<file path="src/rtl/credit_counter_if.sv">
// credit_counter_if: take/give/drain/clear bundle of credit_counter; err_o exists only under CREDIT_COUNTER_ERR_EN.
interface credit_counter_if #(parameter int width = 8);
  logic take_valid_i, take_ready_o, give_i, drain_i, clr_i, empty_o, full_o, drained_o;
  logic [width-1:0] count_o;
`ifdef CREDIT_COUNTER_ERR_EN
  logic err_o;
  modport master (output take_valid_i, give_i, drain_i, clr_i,
                  input take_ready_o, count_o, empty_o, full_o, drained_o, err_o);
  modport slave (input take_valid_i, give_i, drain_i, clr_i,
                 output take_ready_o, count_o, empty_o, full_o, drained_o, err_o);
`else
  modport master (output take_valid_i, give_i, drain_i, clr_i,
                  input take_ready_o, count_o, empty_o, full_o, drained_o);
  modport slave (input take_valid_i, give_i, drain_i, clr_i,
                 output take_ready_o, count_o, empty_o, full_o, drained_o);
`endif
endinterface

</file>
<file path="src/rtl/credit_counter.sv">
// credit_counter: saturating credit pool with take/give, drain and clear; CREDIT_COUNTER_ERR_EN adds a sticky err_o.
module credit_counter #(
  parameter int width = 8,
  parameter int unsigned init_credit = 2**width-1,
  parameter int speed = 0
) (
  input logic clk_i,
  input logic rst_ni,
  credit_counter_if.slave bus
);
  localparam logic [0:0] RUN = 1'b0, DRAIN = 1'b1;
  localparam logic [width-1:0] init_c = width'(init_credit);
  // a[i] = &p[i:0]; speed picks serial, Brent-Kung or Sklansky prefix
  function automatic logic [width-1:0] prefix_and(input logic [width-1:0] p);
    logic [width-1:0] a;
    a = p;
    if (speed == 0) begin
      for (int i = 1; i < width; i++) a[i] = a[i] & a[i-1];
    end else if (speed == 1) begin
      for (int l = 0; (1 << l) < width; l++)
        for (int i = (2 << l) - 1; i < width; i += 2 << l) a[i] = a[i] & a[i-(1 << l)];
      for (int l = $clog2(width) - 1; l >= 0; l--)
        for (int i = 3 * (1 << l) - 1; i < width; i += 2 << l) a[i] = a[i] & a[i-(1 << l)];
    end else begin
      for (int l = 0; (1 << l) < width; l++)
        for (int i = 0; i < width; i++)
          if (((i >> l) & 1) == 1) a[i] = a[i] & a[((i >> l) << l) - 1];
    end
    return a;
  endfunction
  logic [0:0] state_q, state_d;
  logic [width-1:0] count_q, count_d, count_n, carry, pre;
  logic take_ready, take_fire, cin, dec, ovf, drained;
  assign take_ready = state_q == RUN && count_q != '0;
  always_comb begin
    take_fire = bus.take_valid_i && take_ready;
    cin = take_fire ^ bus.give_i;
    dec = take_fire;
    pre = prefix_and(count_q ^ {width{dec}});
    carry = {pre[width-2:0], 1'b1} & {width{cin}};
    ovf = cin && !dec && pre[width-1];
    count_n = ovf ? count_q : count_q ^ carry;
    count_d = bus.clr_i ? init_c : count_n;
    drained = !bus.clr_i && state_q == DRAIN && count_n == init_c;
    state_d = bus.clr_i ? RUN : state_q == RUN ? (bus.drain_i ? DRAIN : RUN) : (drained ? RUN : DRAIN);
  end
  always_ff @(posedge clk_i or negedge rst_ni)
    if (!rst_ni) begin
      count_q <= init_c;
      state_q <= RUN;
    end else begin
      count_q <= count_d;
      state_q <= state_d;
    end
  assign bus.take_ready_o = take_ready;
  assign bus.count_o = count_q;
  assign bus.empty_o = count_q == '0;
  assign bus.full_o = count_q == init_c;
  assign bus.drained_o = drained;
`ifdef CREDIT_COUNTER_ERR_EN
  logic err_q, err_d;
  always_comb err_d = bus.clr_i ? 1'b0 : err_q | (cin && !dec && count_q >= init_c);
  always_ff @(posedge clk_i or negedge rst_ni)
    if (!rst_ni) err_q <= 1'b0;
    else err_q <= err_d;
  assign bus.err_o = err_q;
`endif
endmodule

</file>
<file path="src/flat_wrapper.sv">
// flat-port wrapper written by rule: the top's interface ports become plain ports
module credit_counter_flat 
#(
  parameter int width = 8,
  parameter int unsigned init_credit = 2**width-1,
  parameter int speed = 0
)
  (clk_i, rst_ni, bus_take_valid_i, bus_give_i, bus_drain_i, bus_clr_i, bus_take_ready_o, bus_count_o, bus_empty_o, bus_full_o, bus_drained_o);
  credit_counter_if #(.width(width)) bus_i ();
  input logic clk_i;
  input logic rst_ni;
  input wire logic [$bits(bus_i.take_valid_i)-1:0] bus_take_valid_i;
  input wire logic [$bits(bus_i.give_i)-1:0] bus_give_i;
  input wire logic [$bits(bus_i.drain_i)-1:0] bus_drain_i;
  input wire logic [$bits(bus_i.clr_i)-1:0] bus_clr_i;
  output wire logic [$bits(bus_i.take_ready_o)-1:0] bus_take_ready_o;
  output wire logic [$bits(bus_i.count_o)-1:0] bus_count_o;
  output wire logic [$bits(bus_i.empty_o)-1:0] bus_empty_o;
  output wire logic [$bits(bus_i.full_o)-1:0] bus_full_o;
  output wire logic [$bits(bus_i.drained_o)-1:0] bus_drained_o;
  assign bus_i.take_valid_i = bus_take_valid_i;
  assign bus_i.give_i = bus_give_i;
  assign bus_i.drain_i = bus_drain_i;
  assign bus_i.clr_i = bus_clr_i;
  assign bus_take_ready_o = bus_i.take_ready_o;
  assign bus_count_o = bus_i.count_o;
  assign bus_empty_o = bus_i.empty_o;
  assign bus_full_o = bus_i.full_o;
  assign bus_drained_o = bus_i.drained_o;
  credit_counter #(.width(width), .init_credit(init_credit), .speed(speed)) u_core (.clk_i(clk_i), .rst_ni(rst_ni), .bus(bus_i));
endmodule
</file>
<file path="config.mk">
export PLATFORM = sky130hd
export DESIGN_NAME = credit_counter_flat
export DESIGN_NICKNAME = d
export VERILOG_FILES = /design/src/rtl/credit_counter_if.sv /design/src/rtl/credit_counter.sv /design/src/flat_wrapper.sv
export SDC_FILE = /design/constraint.sdc
export NUM_CORES = 1
export LEC_CHECK = 0
export ABC_AREA = 1
export BUFFER_PORTS_ARGS = -buffer_cell sky130_fd_sc_hd__clkbuf_2
export CAP_MARGIN = 20
export CORE_MARGIN = 10
export CORE_UTILIZATION = 53
export CTS_CLUSTER_DIAMETER = 50
export CTS_CLUSTER_SIZE = 16
export DETAILED_ROUTE_END_ITERATION = 8
export GPL_ROUTABILITY_DRIVEN = 0
export PLACE_DENSITY_LB_ADDON = 0.25
export SLEW_MARGIN = 20
export SYNTH_ARGS = -nofsm -noshare
export SYNTH_HDL_FRONTEND = slang
export SYNTH_SLANG_ARGS = --single-unit
</file>
<file path="constraint.sdc">
create_clock -name clk_i -period 3.5 [get_ports clk_i]
set_input_delay 0.7 -clock clk_i [delete_from_list [all_inputs] [get_ports clk_i]]
set_output_delay 0.7 -clock clk_i [all_outputs]
set_load 0.01 [all_outputs]
</file>
* Word level (Yosys, flattened, before mapping) *
Index checks and enable logic that the tools add are counted.

storage, ports and cells
  bits in registers = 9
  bits of input ports = 6
  logic and storage cells = 32

cells by class
  equal/unequal tests = 2
  multiplexer cells = 6
  bitwise operators = 12
  reductions and logical operators = 10

operators by type and width
  cell                  number
  $eq A8 B8 Y1 const B  2
  $mux W8               2
  $xor A8 B8 Y8         2
  $and A8 B8 Y8         1
  $logic_not A8 Y1      1
  $reduce_bool A8 Y1    1
  $and A1 B1 Y1         7
  $logic_and A1 B1 Y1   6
  $mux W1               4
  $logic_not A1 Y1      2
  $not A1 Y1            1
  $xor A1 B1 Y1         1

* Logic depth before layout (Yosys ltp) *
Gate-level depths: netlist of run 1.

  depth after elaboration = 18
  depth in mapped cells = 16
  depth with buffers taken out = 16

* Worst setup path after synthesis of run 1 *
Ideal clock, no wire load.

  kind = input-to-output
  from = input bus_take_valid_i
  to = output bus_drained_o
  arrival time = 2.201 ns
  slack = 0.599 ns
  stages = 9
  cell sequence = buf_2 > nand3_4 > ha_1 > clkinv_1 > nand3_1 > xor2_1 > o21ai_0 > nand3_1 > nor2_2

on the way
  cells in the longest elaborated chain, start to end = 13
  elaborated cells between the ends (all ways) = 18

RTL lines
  item                                                         RTL line                                    RTL
  start, declared                                              flat_wrapper.sv:12                          input wire logic [$bits(bus_i.take_valid_i)-1:0] bus_take_valid_i;
  $logic_and A1 B1 Y1 (*)                                      credit_counter.sv:36                        take_fire = bus.take_valid_i && take_ready;
  $xor A8 B8 Y8                                                credit_counter.sv:39                        pre = prefix_and(count_q ^ {width{dec}});
  $and A1 B1 Y1 (6 in a row)                                   credit_counter.sv:18                        for (int i = 1; i < width; i++) a[i] = a[i] & a[i-1];
  $and A8 B8 Y8 / $and A1 B1 Y1 (equally long branches)        credit_counter.sv:40, credit_counter.sv:18
  $xor A8 B8 Y8 / $logic_and A1 B1 Y1 (equally long branches)  credit_counter.sv:42, credit_counter.sv:41
  $mux W8 (*)                                                  credit_counter.sv:42                        count_n = ovf ? count_q : count_q ^ carry;
  $eq A8 B8 Y1 (*)                                             credit_counter.sv:44                        drained = !bus.clr_i && state_q == DRAIN && count_n == init_c;
  $logic_and A1 B1 Y1 (*)                                      credit_counter.sv:44
  end, declared                                                flat_wrapper.sv:20                          output wire logic [$bits(bus_i.drained_o)-1:0] bus_drained_o;

Mark *: on every way between the ends. The rest lies on a longest branch, timed or not.

* Final worst setup path of run 1 *
  from = register u_core.count_q[0] (netlist: u_core.bus.count_o[0])
  to = output bus_drained_o

on the way
  cells in the longest elaborated chain, start to end = 15
  elaborated cells between the ends (all ways) = 20

RTL lines
  item                                                         RTL line                                    RTL
  start, declared                                              credit_counter.sv:32                        logic [width-1:0] count_q, count_d, count_n, carry, pre;
  start signal, assigned                                       credit_counter.sv:49                        count_q <= init_c;
  start signal, assigned                                       credit_counter.sv:52                        count_q <= count_d;
  $reduce_bool A8 Y1                                           credit_counter.sv:34                        assign take_ready = state_q == RUN && count_q != '0;
  $logic_and A1 B1 Y1                                          credit_counter.sv:34
  $logic_and A1 B1 Y1                                          credit_counter.sv:36
  $xor A8 B8 Y8                                                credit_counter.sv:39
  $and A1 B1 Y1 (6 in a row)                                   credit_counter.sv:18
  $and A8 B8 Y8 / $and A1 B1 Y1 (equally long branches)        credit_counter.sv:40, credit_counter.sv:18
  $xor A8 B8 Y8 / $logic_and A1 B1 Y1 (equally long branches)  credit_counter.sv:42, credit_counter.sv:41
  $mux W8 (*)                                                  credit_counter.sv:42
  $eq A8 B8 Y1 (*)                                             credit_counter.sv:44
  $logic_and A1 B1 Y1 (*)                                      credit_counter.sv:44

Marked as above.

==> out/results.md, run 1 <==
| Result | This run | Unit |
| --- | --- | --- |
| Outcome | completed | - |
| Adder and majority cell fraction of the synthesized area | 1.484 | % |
| Synthesized Nets | 124 | - |
| Startpoint-to-endpoint class of the critical path | flop to output port | - |
| Clk Latency, worst-skew pair | 0.26 | ns |
| Met1 routing resource usage after global routing | 13.94 | % |
| Initial core utilization | 55.98 | % |
| Share of the synthesized netlist area taken by xor and xnor gates | 4.154 | % |
| Number of inserted filler cells in the final layout | 138 | - |
| CTS buffer count | 3 | - |
| Synth area leader | dfstp_2 | - |
| Post-detailed-routing wire length | 1991 | µm |
| Dpl hpwl | 1617 | µm |
| CP Launch Type | flop | - |
| LEAKAGE | 0.5333 | nW |
| Global route hottest layer | met2 | - |
| Final total power | 0.0004702 | W |
| Highest cell delay on the worst timing path | 0.60 | ns |
| Global Route met2 Usage | 18.09 | % |
| Main combinational cell family by area after synthesis | simple AND/OR/NAND/NOR gates | - |
| Required time of the critical path | 2.80 | ns |
| Post-synthesis register bit count | 9 | - |
| CTS tree | built | - |
| Total area of sequential cells | 235.2 | µm² |
| Fraction of the mapped netlist area in compound gates | 2.671 | % |
| Vias per cell | 5.431 | - |
| Aggregate negative setup slack | 0 | ns |
| Multiplexer share of the synthesized area | 0 | % |
| Post-Syn Area | 843.3 | µm² |
| Initial antenna violation count | 0 | - |
| Maximum Capacitance Violations | 0 | - |
| Standard cell core area | 1506 | µm² |
| Wire per inst | 13.01 | µm |
| Post-route minimum period | 3.297 | ns |
| DIE HEIGHT | 59.89 | µm |
| Deepest level of the CTS H-tree | 1 | - |
| P per Cell Area | 476.9 | nW/µm² |
| Yosys Warn Count | 0 | - |
| Max Freq | 0.3033 | GHz |
| Cell chosen for the clock root | clkbuf_4 | - |
| FP Rows | 14 | - |
| Via count of the first global-routing pass | 793 | - |
| Transition time of the tightest slew-check pin | 0.2446 | ns |
| Endpoints failing setup | 0 | - |
| Via count of the routed design | 831 | - |
| Met3 routing resource usage after global routing | 1.907 | % |
| Worst clock skew | 0.002675 | ns |
| Period utilization | 94.20 | % |
| Count of pins over their slew limit | 0 | - |
| CTS max path bufs | 2 | - |
| First drt pass iteration count | 4 | - |
| Count of unique library cells instantiated by Yosys | 24 | - |
| Growth of design area from synthesis to finish | 16.91 | % |
| Most frequent cells in the layout | nand2_1 (27), nand3_1 (20), clkbuf_2 (17) | - |
| DRC violation total after the first TritonRoute iteration | 19 | - |
| Final #Nets | 145 | - |
| Nature of the critical path endpoint | output port | - |
| DRT antenna net count | 0 | - |
| Grt total ovfl | 0 | - |
| Maximum VDD drop | 0.3200 | mV |
| Largest driver fanout on the critical path | 10 | - |
| Share of cells above drive strength 1 | 37.96 | % |
| Data arrival at the endpoint of the critical path | 2.60 | ns |
| Seq/Total Area, Yosys | 27.89 | % |
| Simple-gate area share of the yosys netlist | 56.08 | % |
| Normalized max-slew margin | 83.69 | % |
| Wire length of the first global-routing pass | 3270 | µm |
| Total I/O pin count | 18 | - |
| Quantity of I/O buffers inserted on ports | 17 | - |
| DRC violation count after routing | 0 | - |
| Clk pin slew, worst setup/hold paths | 0.06 | ns |
| Cell count after synthesis | 117 | - |
| Antenna diode instance count | 0 | - |
| Total die area | 3587 | µm² |
| Hold Path Class | input pin to async pin | - |
| Average size of a mapped cell | 7.208 | µm² |
| Total area of multi-input combinational cells | 555.5 | µm² |
| Maximum number of pins on one net before global-route repair | 11 | - |
| Hold violation count in the final report | 0 | - |
| Cell types with the largest area share after synthesis | dfstp_2 (25%), nand2_1 (12%), nand3_1 (12%) | - |
| Commonest non-fill, non-tap cell in the layout | nand2_1 | - |
| Sequence of cells on the critical path | nor2_2, nand2_2, inv_2, nand2_2, nand3_4, ha_4, clkinvlp_4, nand3_1, nand2_1, nand2_2, nand2_1, nor2_2, nand3_1, nor2_2, clkbuf_2 | - |
| Share of the synthesized area in the top cell type | 24.93 | % |
| GR Util All Layers | 11.52 | % |
| Sinks on the clock net | 9 | - |
| Crit path max-delay cell type | dfstp_2 | - |
| Die Width | 59.89 | µm |
report_power, final:
part	leakage [nW]	switching (W)	internal, W
logic	0.422	0.000144	0.0000880
clock network	0.0150	0.0000339	0.0000438
registers	0.0968	0.0000285	0.000132
total	0.533	0.000207	0.000263
metal layers:
metal | vias up | share of wire [%]
li1 | 422 | -
met1 | 383 | 46
met2 | 21 | 46
met3 | 5 | 5.7
met4 | 0 | 2.4
met5 | - | 0
logic make-up (layout without fill, tap and decap cells):
| logic type | after synthesis | in the layout |
|---|---|---|
| xor+xnor | 4 | 4 |
| flops | 9 | 9 |
| compound gates | 4 | 4 |
| fa+ha+maj | 1 | 1 |
| simple gates | 82 | 82 |
| buf+inv | 17 | 37 |
registers in the layout (all words and copies together) (netlist names):
name / flops
u_core.bus.count_o: 8
u_core.state_q: 1
Yosys cell counts, drive strengths merged:
cell type  count
xnor2          1
nand3         23
buf            1
dfrtp          1
nor2          14
o21ai          2
nor3           1
xor2           3
nand4          7
a21oi          1
inv           14
nand2         37
ha             1
dfstp          8
o21bai         1
clkinv         2
critical path, delay by kind of cell (launching register included):
family / cells / cell delay [ns]
flops: 1 / 0.60
simple gates: 11 / 1.02
fa+ha+maj: 1 / 0.36
buf+inv: 3 / 0.35
per-stage QoR:
stage	instance area [µm²]	std cells	hold slack (ns)	setup slack, ns	utilization (%)
3_5_place_dp	943.4	149	0.5458	0.2628	62.62
4_1_cts	969.7	153	0.2779	0.01207	64.37
2_1_floorplan	843.3	117	0.4044	0.5989	-
5_1_grt	985.9	153	0.2861	-0.009658	65.45
6_report	985.9	153	0.2838	0.2031	65.45
3_3_place_gp	943.4	149	0.5448	0.3589	62.62
final timing paths:
check / start / endpoint / slack [ns] / cells after the start
max: u_core.bus.count_o[0] / bus_drained_o / 0.20 / 15
min: rst_ni / u_core.state_q / 0.28 / 1
max reg2reg: u_core.bus.count_o[0] / u_core.state_q / 1.14 / 15
min reg2reg: u_core.bus.count_o[6] / u_core.bus.count_o[6] / 0.55 / 2
max in group asynchronous: rst_ni / u_core.bus.count_o[5] / 2.96 / 1
min in group clk_i: u_core.bus.count_o[6] / u_core.bus.count_o[6] / 0.55 / 2
timing repair:
item | in CTS | in global routing
setup buffers | 0 | 0
endpoints found under the setup margin | 0 | 1
hold buffers | 0 | 0
resized for setup | 0 | 4
cell type report:
type,instances,share of cell area [%]
sequential,9,23.86
inverter,16,6.472
tap,16,2.030
timing repair buffer,17,8.629
clock buffer,4,2.665
multi-input combinational,91,56.35
(Power assumes the default switching activity.)
==> run 2, diff against run 1 <==
--- a/config.mk
+++ b/config.mk
@@ -8,7 +8,6 @@
 export ABC_AREA = 1
 export BUFFER_PORTS_ARGS = -buffer_cell sky130_fd_sc_hd__clkbuf_2
 export CAP_MARGIN = 20
-export CORE_MARGIN = 10
 export CORE_UTILIZATION = 53
 export CTS_CLUSTER_DIAMETER = 50
 export CTS_CLUSTER_SIZE = 16
==> run 2 against run 1 <==
Routed wire length is 3.1% lower. Combinational power is essentially flat. Clock power decreased by 2%. Count of clock-buffer cells in the layout stayed put. Sequential share of layout area unchanged. Maximum frequency decreased by 0.28%. Critical path type unchanged. Critical endpoint unchanged. Largest cell class unchanged.
==> out/results.md, run 2 (same netlist as run 1, synthesis figures left out) <==
| Result | This run | Unit |
| --- | --- | --- |
| Vias per cell | 5.608 | - |
| Clk Latency, worst-skew pair | 0.25 | ns |
| Nature of the critical path endpoint | output port | - |
| Post-CTS setup buffer count | 0 | - |
| Wire length of the first global-routing pass | 3277 | µm |
| Period utilization | 94.46 | % |
| Placed Instance Area | 943.4 | µm² |
| Grt total ovfl | 0 | - |
| Crit path launch | u_core.bus.count_o[7] | - |
| Global Route met2 Usage | 38.75 | % |
| LEAKAGE | 0.5332 | nW |
| P per Cell Area | 475.7 | nW/µm² |
| DRC violation total after the first TritonRoute iteration | 22 | - |
| Die Width | 41.89 | µm |
| Growth of design area from synthesis to finish | 16.91 | % |
| Outcome | completed | - |
| Worst clock skew | 0.003925 | ns |
| Setup Slack @ Placement | 0.3004 | ns |
| CP Launch Type | flop | - |
| Antenna diode instance count | 0 | - |
| Most frequent cells in the layout | nand2_1 (27), nand3_1 (20), clkbuf_2 (17) | - |
| CTS tree | built | - |
| Hold violation count in the final report | 0 | - |
| Hold Path Class | input pin to async pin | - |
| Tightest hold margin | 0.2879 | ns |
| Met3 routing resource usage after global routing | 3.478 | % |
| Wire per inst | 12.61 | µm |
| Total die area | 1755 | µm² |
| Initial antenna violation count | 0 | - |
| Transition time of the tightest slew-check pin | 0.2492 | ns |
| Maximum number of pins on one net before global-route repair | 11 | - |
| Post-detailed-routing wire length | 1930 | µm |
| Number of hold buffers added after cts | 0 | - |
| Cell chosen for the clock root | clkbuf_4 | - |
| Sinks on the clock net | 9 | - |
| Data arrival at the endpoint of the critical path | 2.61 | ns |
| Reg2Reg Launch Point | u_core.bus.count_o[7] | - |
| First drt pass iteration count | 4 | - |
| Global route hottest layer | met2 | - |
| Share of cells above drive strength 1 | 37.96 | % |
| Dpl hpwl | 1521 | µm |
| Deepest level of the CTS H-tree | 1 | - |
| Required time of the critical path | 2.80 | ns |
| DRC violation count after routing | 0 | - |
| FP Rows | 14 | - |
| CTS max path bufs | 2 | - |
| Maximum Capacitance Violations | 0 | - |
| Via count of the first global-routing pass | 822 | - |
| Quantity of I/O buffers inserted on ports | 17 | - |
| Via count of the routed design | 858 | - |
| CTS buffer count | 3 | - |
| Maximum VDD drop | 0.2596 | mV |
| Endpoints failing setup | 0 | - |
| Commonest non-fill, non-tap cell in the layout | nand2_1 | - |
| Initial core utilization | 56.64 | % |
| DIE HEIGHT | 41.89 | µm |
| Flip-flop count of the largest register, all copies and words added | 8 | - |
| Standard cell core area | 1489 | µm² |
| Final worst-path setup slack | 0.1939 | ns |
| Largest driver fanout on the critical path | 10 | - |
| Clk pin slew, worst setup/hold paths | 0.06 | ns |
| Worst r2r path cells | 13 | - |
| Post-route cell area | 985.9 | µm² |
| GR Util All Layers | 24.20 | % |
| Final #Nets | 145 | - |
| Aggregate negative setup slack | 0 | ns |
| Total I/O pin count | 18 | - |
| Met1 routing resource usage after global routing | 32.50 | % |
| Max Freq | 0.3025 | GHz |
| Post-route minimum period | 3.306 | ns |
| Normalized max-slew margin | 83.39 | % |
| DRT antenna net count | 0 | - |
| Count of pins over their slew limit | 0 | - |
| Resize count post-CTS | 0 | - |
| Startpoint-to-endpoint class of the critical path | flop to output port | - |
run 2: cell counts in the layout (fill, tap and decap cells not counted):
No cell type changed its count.
run 2: power breakdown:
group	internal (W)	total (W)	leakage, nW	switching (W)
logic	0.0000873	0.000232	0.421	0.000144
clock network	0.0000437	0.0000763	0.0150	0.0000326
registers	0.000132	0.000161	0.0968	0.0000294
run 2: routing by layer:
metal	part of all wire (%)	up-vias
li1	-	422
met1	42	393
met2	48	37
met3	7.9	6
met4	1.8	0
met5	0	-
run 2: path summary, 6_finish.rpt:
kind | end | slack, ns
setup / recovery | bus_drained_o | 0.19
hold / removal | u_core.state_q | 0.29
setup reg to reg | u_core.state_q | 1.13
hold reg to reg | u_core.bus.count_o[6] | 0.56
max in group asynchronous | u_core.bus.count_o[6] | 2.96
min in group clk_i | u_core.bus.count_o[6] | 0.56
run 2: worst max-delay path, stage by stage, from the launching register on:
cell	delay, ns
dfstp_2	0.60
nor2_1	0.07
nand2_2	0.10
inv_1	0.05
nand2_2	0.08
nand3_4	0.15
ha_4	0.35
clkinvlp_4	0.17
nand3_1	0.16
xor2_1	0.09
o21ai_0	0.16
nand3_1	0.10
nor2_2	0.13
clkbuf_2	0.14
run 2: through the flow:
stage	cells	util (%)	total power [W]
after floorplan	117	-	0.0003280
after global placement	149	63.36	0.0003820
after detailed placement	149	63.36	0.0003863
after CTS	153	65.13	0.0004653
after global routing	153	66.22	0.0005089
final	153	66.22	0.0004690
run 2: cell type report:
cell class                 instances  area, µm²
fill                             134      503.0
multi-input combinational         91      555.5
timing repair buffer              17      85.08
tap                               16      20.02
inverter                          16      63.81
sequential                         9      235.2
clock buffer                       4      26.28
==> run 3, diff against run 2 <==
--- a/config.mk
+++ b/config.mk
@@ -5,7 +5,6 @@
 export SDC_FILE = /design/constraint.sdc
 export NUM_CORES = 1
 export LEC_CHECK = 0
-export ABC_AREA = 1
 export BUFFER_PORTS_ARGS = -buffer_cell sky130_fd_sc_hd__clkbuf_2
 export CAP_MARGIN = 20
 export CORE_UTILIZATION = 53
==> run 3 against run 2 <==
The flow now finishes with violations (negative setup slack). Count of clock-buffer cells in the layout is the same. First-iteration DRC count grew to 2.8 times the previous value. Routed wire length up 24%. Utilization increased by 9.6 points. Final cell count decreased by 3.3%. Register-to-register slack got worse by 0.79 ns. Via count increased by 7.3%. Clock power up 13%. Critical path depth shrank 3. Largest cell class unchanged.
==> out/results.md, run 3 <==
| Result | This run | Unit |
| --- | --- | --- |
| Maximum VDD drop | 0.2916 | mV |
| Startpoint-to-endpoint class of the critical path | flop to output port | - |
| Largest driver fanout on the critical path | 4 | - |
| CP Launch Type | flop | - |
| Global route hottest layer | met2 | - |
| DIE HEIGHT | 42.04 | µm |
| Maximum number of pins on one net before global-route repair | 12 | - |
| Library cell with the highest instance count after synthesis | nand2_1 | - |
| Final #Nets | 140 | - |
| Count of unique library cells instantiated by Yosys | 45 | - |
| Standard cell core area | 1506 | µm² |
| Via count of the first global-routing pass | 832 | - |
| Synthesized Nets | 101 | - |
| Met3 routing resource usage after global routing | 6.034 | % |
| CTS buffer count | 3 | - |
| P per Cell Area | 478.3 | nW/µm² |
| Nature of the critical path endpoint | output port | - |
| Cell count after synthesis | 94 | - |
| Total I/O pin count | 18 | - |
| Post-route minimum period | 3.514 | ns |
| Worst clock skew | 0.01209 | ns |
| LEAKAGE | 0.5178 | nW |
| Predominant post-synthesis flop cell | dfstp_2 | - |
| DRT antenna net count | 0 | - |
| Dpl hpwl | 1559 | µm |
| Number of inserted filler cells in the final layout | 108 | - |
| Commonest non-fill, non-tap cell in the layout | buf_4 | - |
| RSZ-0062 raised after global routing | true | - |
| Sinks on the clock net | 9 | - |
| Async set or reset register ratio after synthesis | 100.0 | % |
| DRC violation count after routing | 0 | - |
| Antenna diode instance count | 0 | - |
| Most frequent cells in the layout | buf_4 (21), clkbuf_2 (16), nand2_1 (9) | - |
| Post-Syn Area | 849.6 | µm² |
| Total die area | 1767 | µm² |
| Post-detailed-routing wire length | 2397 | µm |
| Count of pins over their slew limit | 0 | - |
| Hold violation count in the final report | 0 | - |
| Number of hold buffers added after cts | 0 | - |
| First drt pass iteration count | 4 | - |
| Total area of multi-input combinational cells | 595.6 | µm² |
| Transition time of the tightest slew-check pin | 0.4045 | ns |
| DRC violation total after the first TritonRoute iteration | 62 | - |
| Period utilization | 100.4 | % |
| Share of cells above drive strength 1 | 50.00 | % |
| Normalized max-slew margin | 72.68 | % |
| Setup Slack @ Placement | 0.1155 | ns |
| Data arrival at the endpoint of the critical path | 2.81 | ns |
| Wire length of the first global-routing pass | 3788 | µm |
| Final worst-path setup slack | -0.01423 | ns |
| Met1 routing resource usage after global routing | 38.67 | % |
| GR Util All Layers | 28.99 | % |
| Vias per cell | 6.223 | - |
| Outcome | complete, but fails checks | - |
| Number of flops mapped to enable cells by yosys | 0 | - |
| Commonest cells in the synthesized netlist | nand2_1 (9), dfstp_2 (8), nor2_1 (7), nand3_1 (5), nor3_1 (5) | - |
| Total area of sequential cells | 235.2 | µm² |
| FP Rows | 14 | - |
| Initial antenna violation count | 0 | - |
| Required time of the critical path | 2.80 | ns |
| Cell types with the largest area share after synthesis | dfstp_2 (25%), xnor2_1 (4.1%), nand2_1 (4.0%) | - |
| Quantity of I/O buffers inserted on ports | 17 | - |
| Initial core utilization | 56.40 | % |
| Seq/Total Area, Yosys | 27.69 | % |
| Global Route met2 Usage | 46.56 | % |
| Average size of a mapped cell | 9.038 | µm² |
| Maximum Capacitance Violations | 0 | - |
| Violations in the final reports | negative setup slack | - |
| Deepest level of the CTS H-tree | 1 | - |
| Yosys Warn Count | 0 | - |
| Clk Latency, worst-skew pair | 0.27 | ns |
| Grt total ovfl | 0 | - |
| Via count of the routed design | 921 | - |
| Growth of design area from synthesis to finish | 34.46 | % |
| Share of the synthesized area in the top cell type | 24.74 | % |
| CTS max path bufs | 2 | - |
| Max Freq | 0.2846 | GHz |
| Wire per inst | 16.20 | µm |
| Clk pin slew, worst setup/hold paths | 0.08 | ns |
| Endpoints failing setup | 1 | - |
| Cell chosen for the clock root | clkbuf_4 | - |
| Post-synthesis register bit count | 9 | - |
| Synth area leader | dfstp_2 | - |
| Aggregate negative setup slack | -0.01423 | ns |
| Hold Path Class | input pin to async pin | - |
| Die Width | 42.04 | µm |
| CTS tree | built | - |
| Flip-flop count of the largest register, all copies and words added | 8 | - |
-- run 3: repair_timing --
item                       4_1_cts  5_1_grt
resized for setup                3        4
setup buffers                   11        2
setup endpoints to repair        1        1
pin swaps                        8        2
-- run 3: area by class of cell --
| class | count | area share (%) |
|---|---|---|
| Timing Repair Buffer | 39 | 22.23 |
| Inverter | 3 | 0.9858 |
| Sequential cell | 9 | 20.59 |
| Tap cell | 16 | 1.752 |
| Multi-Input combinational cell | 77 | 52.14 |
| Clock buffer | 4 | 2.300 |
-- run 3: per-layer routing --
metal / wire, µm / part of all wire, %
met3: 161 / 6.7
met5: 0 / 0
met4: 31 / 1.3
met2: 1236 / 52
met1: 967 / 40
-- run 3: worst max-delay path, stage by stage, from the launching register on --
cell,delay [ns]
dfstp_2,0.37
or4_4,0.55
o31ai_4,0.25
ha_4,0.25
buf_6,0.12
a221oi_4,0.26
buf_4,0.19
o21ai_2,0.07
xnor2_2,0.18
and3_1,0.17
buf_2,0.12
-- run 3: per-stage QoR --
step                       power, W  hold WS [ns]  cells  cell area (µm²)  util (%)
after detailed placement  0.0003845        0.5709    131            982.2     65.20
after CTS                 0.0005256        0.2863    146             1109     73.59
final                     0.0005464        0.2912    148             1142     75.83
after global placement    0.0003775        0.5660    131            982.2     65.20
after global routing      0.0005802        0.2831    148             1142     75.83
after floorplan           0.0003185        0.4044     94            849.6         -
-- run 3: path summary, 6_finish.rpt --
path | end | from | cells after the start | slack, ns
worst max register to register | u_core.state_q | u_core.bus.count_o[6] | 15 | 0.34
min in group clk_i | u_core.bus.count_o[3] | u_core.bus.count_o[3] | 2 | 0.64
max in group asynchronous | u_core.bus.count_o[0] | rst_ni | 1 | 2.95
worst min register to register | u_core.bus.count_o[3] | u_core.bus.count_o[3] | 2 | 0.64
worst min-delay path | u_core.state_q | rst_ni | 1 | 0.29
worst max-delay path | bus_drained_o | u_core.bus.count_o[6] | 10 | -0.01
-- run 3: where the power goes --
group          internal (W)  switching (W)
sequential         0.000129      0.0000219
combinational      0.000152       0.000158
clock             0.0000440      0.0000419
-- run 3: cells by family (layout without fill, tap and decap cells) --
kind of cell	Yosys count	after routing	synth area share, %
AO/OA/AOI/OAI	24	24	24.59
XOR/XNOR	4	4	4.123
adder cells (fa/ha/maj)	1	1	1.473
buffers and inverters	8	46	6.038
flip-flops	9	9	27.69
multiplexers	1	1	1.178
AND/OR/NAND/NOR	47	47	34.90
